$ cat src/rtl/sched_pkg.sv
// Shared definitions for the round scheduler: FSM state encoding and default widths.
package sched_pkg;

    localparam int CNT_W_DEFAULT = 8;
    localparam int DIM_W_DEFAULT = 8;
    localparam int PERF_W        = 16;

    typedef enum logic [3:0] {
        IDLE    = 4'd0,
        CLEAR   = 4'd1,
        ADVANCE = 4'd2,
        PLACE   = 4'd3,
        BCAST   = 4'd4,
        BWAIT   = 4'd5,
        DRAIN   = 4'd6,
        NEXT    = 4'd7,
        FINISH  = 4'd8
    } state_t;

endpackage

$ cat src/rtl/sat_counter.sv
// Up-counter with synchronous clear and enable that sticks at all-ones instead of wrapping.
module sat_counter #(
    parameter int W = 8
) (
    input  logic         clk,
    input  logic         rst,
    input  logic         clr,
    input  logic         en,
    output logic [W-1:0] count
);

    logic [W-1:0] count_reg;

    always_ff @(posedge clk or negedge rst) begin
        if (!rst) begin
            count_reg <= '0;
        end else if (clr) begin
            count_reg <= '0;
        end else if (en && (count_reg != {W{1'b1}})) begin
            count_reg <= count_reg + 1'b1;
        end
    end

    assign count = count_reg;

endmodule

$ cat src/rtl/round_scheduler.sv
// Sequences positioner clear/advance, pixel broadcast and accumulator drain for every filter of a layer.
// Defining ROUND_SCHED_PERF_EN adds the perf_rounds / perf_stall counters.
module round_scheduler
    import sched_pkg::*;
#(
    parameter int CNT_W = CNT_W_DEFAULT,
    parameter int DIM_W = DIM_W_DEFAULT
) (
    input  logic             clk,
    input  logic             rst,
    input  logic             start,
    input  logic [DIM_W-1:0] cfg_image_dim,
    input  logic [1:0]       cfg_padding,
    input  logic [2:0]       cfg_stride,
    input  logic [CNT_W-1:0] cfg_num_filters,
    output logic [DIM_W-1:0] image_dim,
    output logic [1:0]       padding,
    output logic [2:0]       stride,
    output logic             pos_rst,
    output logic             advance,
    input  logic             pos_round,
    input  logic             pos_done,
    output logic             bcast_start,
    input  logic             bcast_done,
    output logic             drain_req,
    input  logic             drain_ack,
    output logic [CNT_W-1:0] filter_idx,
    output logic [CNT_W-1:0] round_idx,
    output logic             busy,
    output logic             all_done
`ifdef ROUND_SCHED_PERF_EN
    ,
    output logic [PERF_W-1:0] perf_rounds,
    output logic [PERF_W-1:0] perf_stall
`endif
);

    state_t           state_reg;
    state_t           state_next;
    logic [DIM_W-1:0] image_dim_reg;
    logic [1:0]       padding_reg;
    logic [2:0]       stride_reg;
    logic [CNT_W-1:0] num_filters_reg;
    logic [CNT_W-1:0] filter_idx_reg;
    logic             accept;
    logic             last_filter;
    logic             round_clr;
    logic             round_en;

    assign accept      = (state_reg == IDLE) && start;
    // One extra bit so filter_idx+1 cannot wrap when the count is all-ones.
    assign last_filter = (({1'b0, filter_idx_reg} + (CNT_W+1)'(1)) >= {1'b0, num_filters_reg});

    always_ff @(posedge clk or negedge rst) begin
        if (!rst) begin
            state_reg <= IDLE;
        end else begin
            state_reg <= state_next;
        end
    end

    always_comb begin
        state_next = state_reg;
        case (state_reg)
            IDLE:    if (start) state_next = CLEAR;
            CLEAR:   state_next = ADVANCE;
            ADVANCE: state_next = PLACE;
            PLACE:   if (pos_round) state_next = BCAST;
            // A done pulse coincident with the start pulse skips the wait state.
            BCAST:   state_next = bcast_done ? DRAIN : BWAIT;
            BWAIT:   if (bcast_done) state_next = DRAIN;
            DRAIN:   if (drain_ack) state_next = pos_done ? NEXT : ADVANCE;
            NEXT:    state_next = last_filter ? FINISH : CLEAR;
            FINISH:  state_next = IDLE;
            default: state_next = IDLE;
        endcase
    end

    always_ff @(posedge clk or negedge rst) begin
        if (!rst) begin
            image_dim_reg   <= '0;
            padding_reg     <= '0;
            stride_reg      <= '0;
            num_filters_reg <= '0;
        end else if (accept) begin
            image_dim_reg   <= cfg_image_dim;
            padding_reg     <= cfg_padding;
            stride_reg      <= cfg_stride;
            num_filters_reg <= (cfg_num_filters == '0) ? CNT_W'(1) : cfg_num_filters;
        end
    end

    always_ff @(posedge clk or negedge rst) begin
        if (!rst) begin
            filter_idx_reg <= '0;
        end else if (accept) begin
            filter_idx_reg <= '0;
        end else if ((state_reg == NEXT) && !last_filter) begin
            filter_idx_reg <= filter_idx_reg + 1'b1;
        end
    end

    assign round_clr = accept || ((state_reg == NEXT) && !last_filter);
    assign round_en  = (state_reg == DRAIN) && drain_ack && !pos_done;

    sat_counter #(
        .W(CNT_W)
    ) u_round_cnt (
        .clk  (clk),
        .rst  (rst),
        .clr  (round_clr),
        .en   (round_en),
        .count(round_idx)
    );

    assign image_dim   = image_dim_reg;
    assign padding     = padding_reg;
    assign stride      = stride_reg;
    assign filter_idx  = filter_idx_reg;
    assign pos_rst     = (state_reg == CLEAR);
    assign advance     = (state_reg == ADVANCE);
    assign bcast_start = (state_reg == BCAST);
    assign drain_req   = (state_reg == DRAIN);
    assign all_done    = (state_reg == FINISH);
    assign busy        = (state_reg != IDLE);

`ifdef ROUND_SCHED_PERF_EN
    logic [1:0]        perf_en;
    logic [PERF_W-1:0] perf_count [2];

    // Each ADVANCE begins a round; stall time is everything spent waiting on other blocks.
    assign perf_en[0] = (state_reg == ADVANCE);
    assign perf_en[1] = (state_reg == PLACE) || (state_reg == BWAIT) || (state_reg == DRAIN);

    generate
        for (genvar gi = 0; gi < 2; gi++) begin : g_perf
            sat_counter #(
                .W(PERF_W)
            ) u_perf_cnt (
                .clk  (clk),
                .rst  (rst),
                .clr  (accept),
                .en   (perf_en[gi]),
                .count(perf_count[gi])
            );
        end
    endgenerate

    assign perf_rounds = perf_count[0];
    assign perf_stall  = perf_count[1];
`endif

endmodule

$ cat config.mk
export PLATFORM = sky130hd
export DESIGN_NAME = round_scheduler
export DESIGN_NICKNAME = d
export VERILOG_FILES = /design/src/rtl/sched_pkg.sv /design/src/rtl/sat_counter.sv /design/src/rtl/round_scheduler.sv
export SDC_FILE = /design/constraint.sdc
export NUM_CORES = 1
export LEC_CHECK = 0
export CAP_MARGIN = 0
export CORE_ASPECT_RATIO = 1.75
export CORE_UTILIZATION = 48
export DETAILED_ROUTE_END_ITERATION = 16
export GPL_ROUTABILITY_DRIVEN = 0
export MAX_ROUTING_LAYER = met4
export PLACE_DENSITY = 0.83
export SETUP_SLACK_MARGIN = 0.02
export SLEW_MARGIN = 20
export SYNTH_ARGS = -nofsm -noshare
export SYNTH_HDL_FRONTEND = slang
export SYNTH_SLANG_ARGS = --single-unit
$ cat constraint.sdc
create_clock -name clk -period 3 [get_ports clk]
set_input_delay 0.45 -clock clk [delete_from_list [all_inputs] [get_ports clk]]
set_output_delay 0.45 -clock clk [all_outputs]
set_load 0.03 [all_outputs]
### After elaboration in Yosys (flattened, before gate mapping)

Index checks and enable logic that the tools add are counted.

* bits in registers: 41
* output and inout bits: 35
* word-level logic and storage cells: 51

* $add $sub $neg: 3
* $lt $le $gt $ge: 1
* equal/unequal tests: 13
* mux-type cells: 13
* reduce and logical (&&, ||, !) cells: 14

Operators with widths (number)
* 8-bit 2-to-1 mux: 5
* 4-bit one-hot mux with 8 select lines: 1
* 4-bit 2-to-1 mux: 5
* 8-bit by 1-bit adder with 8-bit output, second input constant: 2
* 4-bit by 3-bit equality test with 1-bit output, second input constant: 4
* 8-bit by 1-bit adder with 9-bit output, second input constant: 1
* 9-bit by 8-bit greater-or-equal comparator with 1-bit output: 1
* 4-bit by 2-bit equality test with 1-bit output, second input constant: 2
* 8-bit logical NOT: 1
* 8-bit inequality test, second input constant: 1
* 2-bit inequality test, second input constant: 3
* 1-bit logical AND: 5
* 4-bit by 1-bit equality test with 1-bit output, second input constant: 1
* 4-bit equality test, second input constant: 1
* 4-bit logical NOT: 1
* 4-bit AND reduction: 1
* 2-bit nonzero test: 2
* 4-bit nonzero test: 1
* 3-bit 2-to-1 mux: 1
* 1-bit logical NOT: 2
* 2-bit 2-to-1 mux: 1
* 2-bit by 1-bit inequality test with 1-bit output, second input constant: 1
* 1-bit logical OR: 1

### Depth between registers and ports, before layout

* depth after elaboration: 6
* depth in mapped cells: 12

### Modules after synthesis

Synthesis repeated with hierarchy kept, for this count alone.

* cells, all modules: 226
* area, all modules: 2292.2 sq um

By module, submodules not included
* round_scheduler: times used 1, cells each 177, area each 1828.0 sq um, sequential area each 825.8 sq um
* sat_counter: times used 1, cells each 49, area each 464.2 sq um, sequential area each 200.2 sq um

### Worst setup path after synthesis

OpenSTA, ideal clock, no wires.

* path kind: register to register
* start point: reg filter_idx_reg[0] (netlist: filter_idx[0])
* end point: reg filter_idx_reg[5] (netlist: filter_idx[5])
* library setup time: 66 ps
* arrival: 2760 ps
* required time: 2934 ps
* path slack: 174 ps
* cell stages (with the launch flop): 12
* path through: dfrtp_1 ha_1 and3_1 nand3_2 xnor2_1 ha_1 and3_4 a221oi_2 o21ai_2 buf_6 or4_1 nand2_1

* word-level cells in the longest chain between the ends: 5

Ends and longest elaborated chain
* start: declaration: RTL line round_scheduler.sv:44 `logic [CNT_W-1:0] filter_idx_reg;`
* start signal: assignment: RTL line round_scheduler.sv:99 `filter_idx_reg <= filter_idx_reg + 1'b1;`
* 8-bit by 1-bit adder with 9-bit output: RTL line round_scheduler.sv:52 `assign last_filter = (({1'b0, filter_idx_reg} + (CNT_W+1)'(1)) >= {1'b0, num_filters_reg});`
* 9-bit by 8-bit greater-or-equal comparator with 1-bit output: RTL line round_scheduler.sv:52
* 1-bit logical NOT: RTL line round_scheduler.sv:98 `end else if ((state_reg == NEXT) && !last_filter) begin`
* 1-bit logical AND: RTL line round_scheduler.sv:98
* 2-bit nonzero test (no source line)

Several ways; a longest one is shown, not always the timed one. The select of a mux whose other input is x is not followed.
A chain may end at the register's enable or synchronous reset.

### Worst setup path in the final report

* start point: reg filter_idx_reg[1] (netlist: filter_idx[1])
* end point: reg filter_idx_reg[7] (netlist: filter_idx[7])

Same word-level chain as after synthesis.

==> results.sh <==
export IMPL_fin_skew_ps=10.8
export IMPL_overflow=0
export IMPL_syn_avg_cell_area_um2=9.07
export IMPL_grtUsageTotal_pct=23.1
export IMPL_die_h_um=93.7
export IMPL_pwr_density_cell_mw_per_mm2=937
export IMPL_outcome="finished clean"
export IMPL_htree_levels=2
export IMPL_finalHoldViolations=0
export IMPL_path_clk_slew_ps=80
export IMPL_postSynth_asyncResetShare_pct=100
export IMPL_setup_tns_ps=0
export IMPL_grt_max_degree=42
export IMPL_critPathKind="reg2reg"
export IMPL_clockBufferDepth=2
export IMPL_n_antenna_cell=0
export IMPL_max_freq_ghz=0.354
export IMPL_postCtsHoldBufs=0
export IMPL_drc=0
export IMPL_initial_core_util_pct=49.4
export IMPL_final_cell_mix="nand2_1 (64), clkdlybuf4s50_1 (61), dfrtp_1 (39), nor3_1 (15)"
export IMPL_finalSetupViolCount=0
export IMPL_cp_max_fo=9
export IMPL_first_iter_violations=36
export IMPL_ir_worst_vdd_uv=722
export IMPL_rsz0062_at_grt="no"
export IMPL_grt_antenna_before_repair=0
export IMPL_antenna_left=0
export IMPL_wl_per_cell_um=13.7
export IMPL_drive_gt1_share_pct=9.69
export IMPL_period_minus_slack_ps=2830
export IMPL_worstSetupEndpointType="register"
export IMPL_synth_area_mm2=0.00230
export IMPL_dr_pass1_iters=4
export IMPL_rows=33
export IMPL_maxCapViolations=0
export IMPL_numPortBuffers=62
export IMPL_clock_sinks=41
export IMPL_fillers=385
export IMPL_die_area_mm2=0.00509
export IMPL_vias_per_cell=5.47
export IMPL_final_cells=372
export IMPL_routed_wl_um=5100
export IMPL_leakagePower_nw=1.38
export IMPL_grt_pass1_vias=1925
export IMPL_design_core_area_mm2=0.00467
export IMPL_r2r_slack_ps=170
export IMPL_ys_seq_area_share_pct=44.5
export IMPL_report_final_slew_viol_count=0
export IMPL_min_path_type="in2async"
export IMPL_cts_buffers=5
export IMPL_postSynthCellCount=254
export IMPL_cp_arrival_ps=3060
export IMPL_area_growth_pct=34.2
export IMPL_via_count=2034
export IMPL_final_common_cell="nand2_1"
export IMPL_grt_pass1_wl_um=8340
export IMPL_multi_input_area_mm2=0.00119
export IMPL_io_pins=63
export IMPL_report_power_total_mw=2.90
export IMPL_fin_crit_sh_pct=94.2
export IMPL_ys_flop_type="dfrtp_1"
export IMPL_slew_limit_headroom_pct=41.7
export IMPL_critPathLaunchType="register"
export IMPL_syn_num_nets=292
export IMPL_layout_setup_ws_ps=174
export IMPL_synth_edf_count=0
export IMPL_insertion_delay_ps=290
export IMPL_pre_cts_ws_ps=141
export IMPL_root_buffer="clkbuf_8"
export IMPL_nets=357
export IMPL_placedCellCount=360
export IMPL_worst_pin_slew_ps=874
export IMPL_yosysUniqueCellTypes=43
export IMPL_ys_ff_latch=41
export IMPL_ys_warn_count=0
export IMPL_ff_latch_area_mm2=0.00103
export IMPL_fp_dieW_um=54.4
export IMPL_place_hpwl_um=3730
export IMPL_cts_tree="built"
export IMPL_required_ps=3240
## metrics by stage
stage | cell area [um^2] | util, % | hold slack [ps]
after detailed placement | 2940 | 63.0 | 464
final | 3090 | 66.3 | 269
after global routing | 3090 | 66.3 | 353
after floorplan | 2300 | - | 154
after CTS | 3020 | 64.8 | 292
after global placement | 2940 | 63.0 | 458
## power by group
group	switching [mW]	internal, mW
Combinational	0.894	0.691
Clock	0.188	0.160
Sequential	0.209	0.756
Total	1.29	1.61
## synthesized netlist by cell type (2+ instances only)
cell type  instances  area (um^2)
nor3b_1            2         15.0
nor3_1            15         75.1
ha_1              10          125
nand3_1            7         35.0
nor4_1             2         12.5
or4_1              5         37.5
mux2i_1            8         80.1
xnor2_1            4         35.0
xor2_1             4         35.0
buf_6              3         33.8
a21o_1             4         30.0
o21ai_0           12         60.1
o31ai_1            3         22.5
dfrtp_1           41         1030
inv_1             12         45.0
a21oi_1            7         35.0
nor4b_1            3         26.3
o211ai_1           4         30.0
clkbuf_1           3         11.3
nand2b_1           2         12.5
buf_2              5         25.0
o21ai_2            2         17.5
nand4_1            2         12.5
nor2_1             9         33.8
nand3_2            2         20.0
nand2_1           64          240
and3_1             3         18.8
## layer usage
layer / routed length [um] / GRT usage [%]
met5: 0 / -
met4: 119 / 8.12
met1: 2000 / 24.1
met3: 165 / 3.40
met2: 2810 / 41.5
## cell type report
type / count / share of cell area [%]
repair buffers: 70 / 21.8
flip-flops and latches: 41 / 33.3
inverters: 12 / 1.46
clock inverters: 3 / 0.566
well taps: 52 / 2.10
clock buffers: 5 / 2.22
multi-input cells: 189 / 38.6
## critical path, cell delays in order (launching register included)
cell and delay (ps):
dfrtp_2 410, ha_2 220, and3_1 210, nand3_4 120, xnor2_2 160, ha_1 300
and3_4 190, a221oi_4 300, o21ai_4 140, buf_4 170, or4_1 470, nand2_1 80
## path summary, 6_finish.rpt
kind,end,cells after the start,startpoint
min reg2reg,stride[0],2,stride[0]
min in group clk,stride[0],2,stride[0]
max,filter_idx[7],11,filter_idx[1]
max in group asynchronous,filter_idx[1],1,rst
min,image_dim[2],1,rst
max reg2reg,filter_idx[7],11,filter_idx[1]
## logic make-up after synthesis
| logic type | count (synthesis) | share of synthesized area [%] |
|---|---|---|
| compound gates | 41 | 12.1 |
| xor+xnor | 8 | 3.04 |
| fa+ha+maj | 10 | 5.43 |
| buf+inv | 24 | 5.32 |
| flops | 41 | 44.5 |
| mux | 9 | 3.96 |
| simple gates | 121 | 25.7 |
## timing repair
item                                    CTS  global route
endpoints found under the setup margin    0             7
setup buffers                             0             4
gates resized for setup                   0             7
endpoints found under the hold margin     0             0
Note: power is estimated with default switching activity, not from simulation.
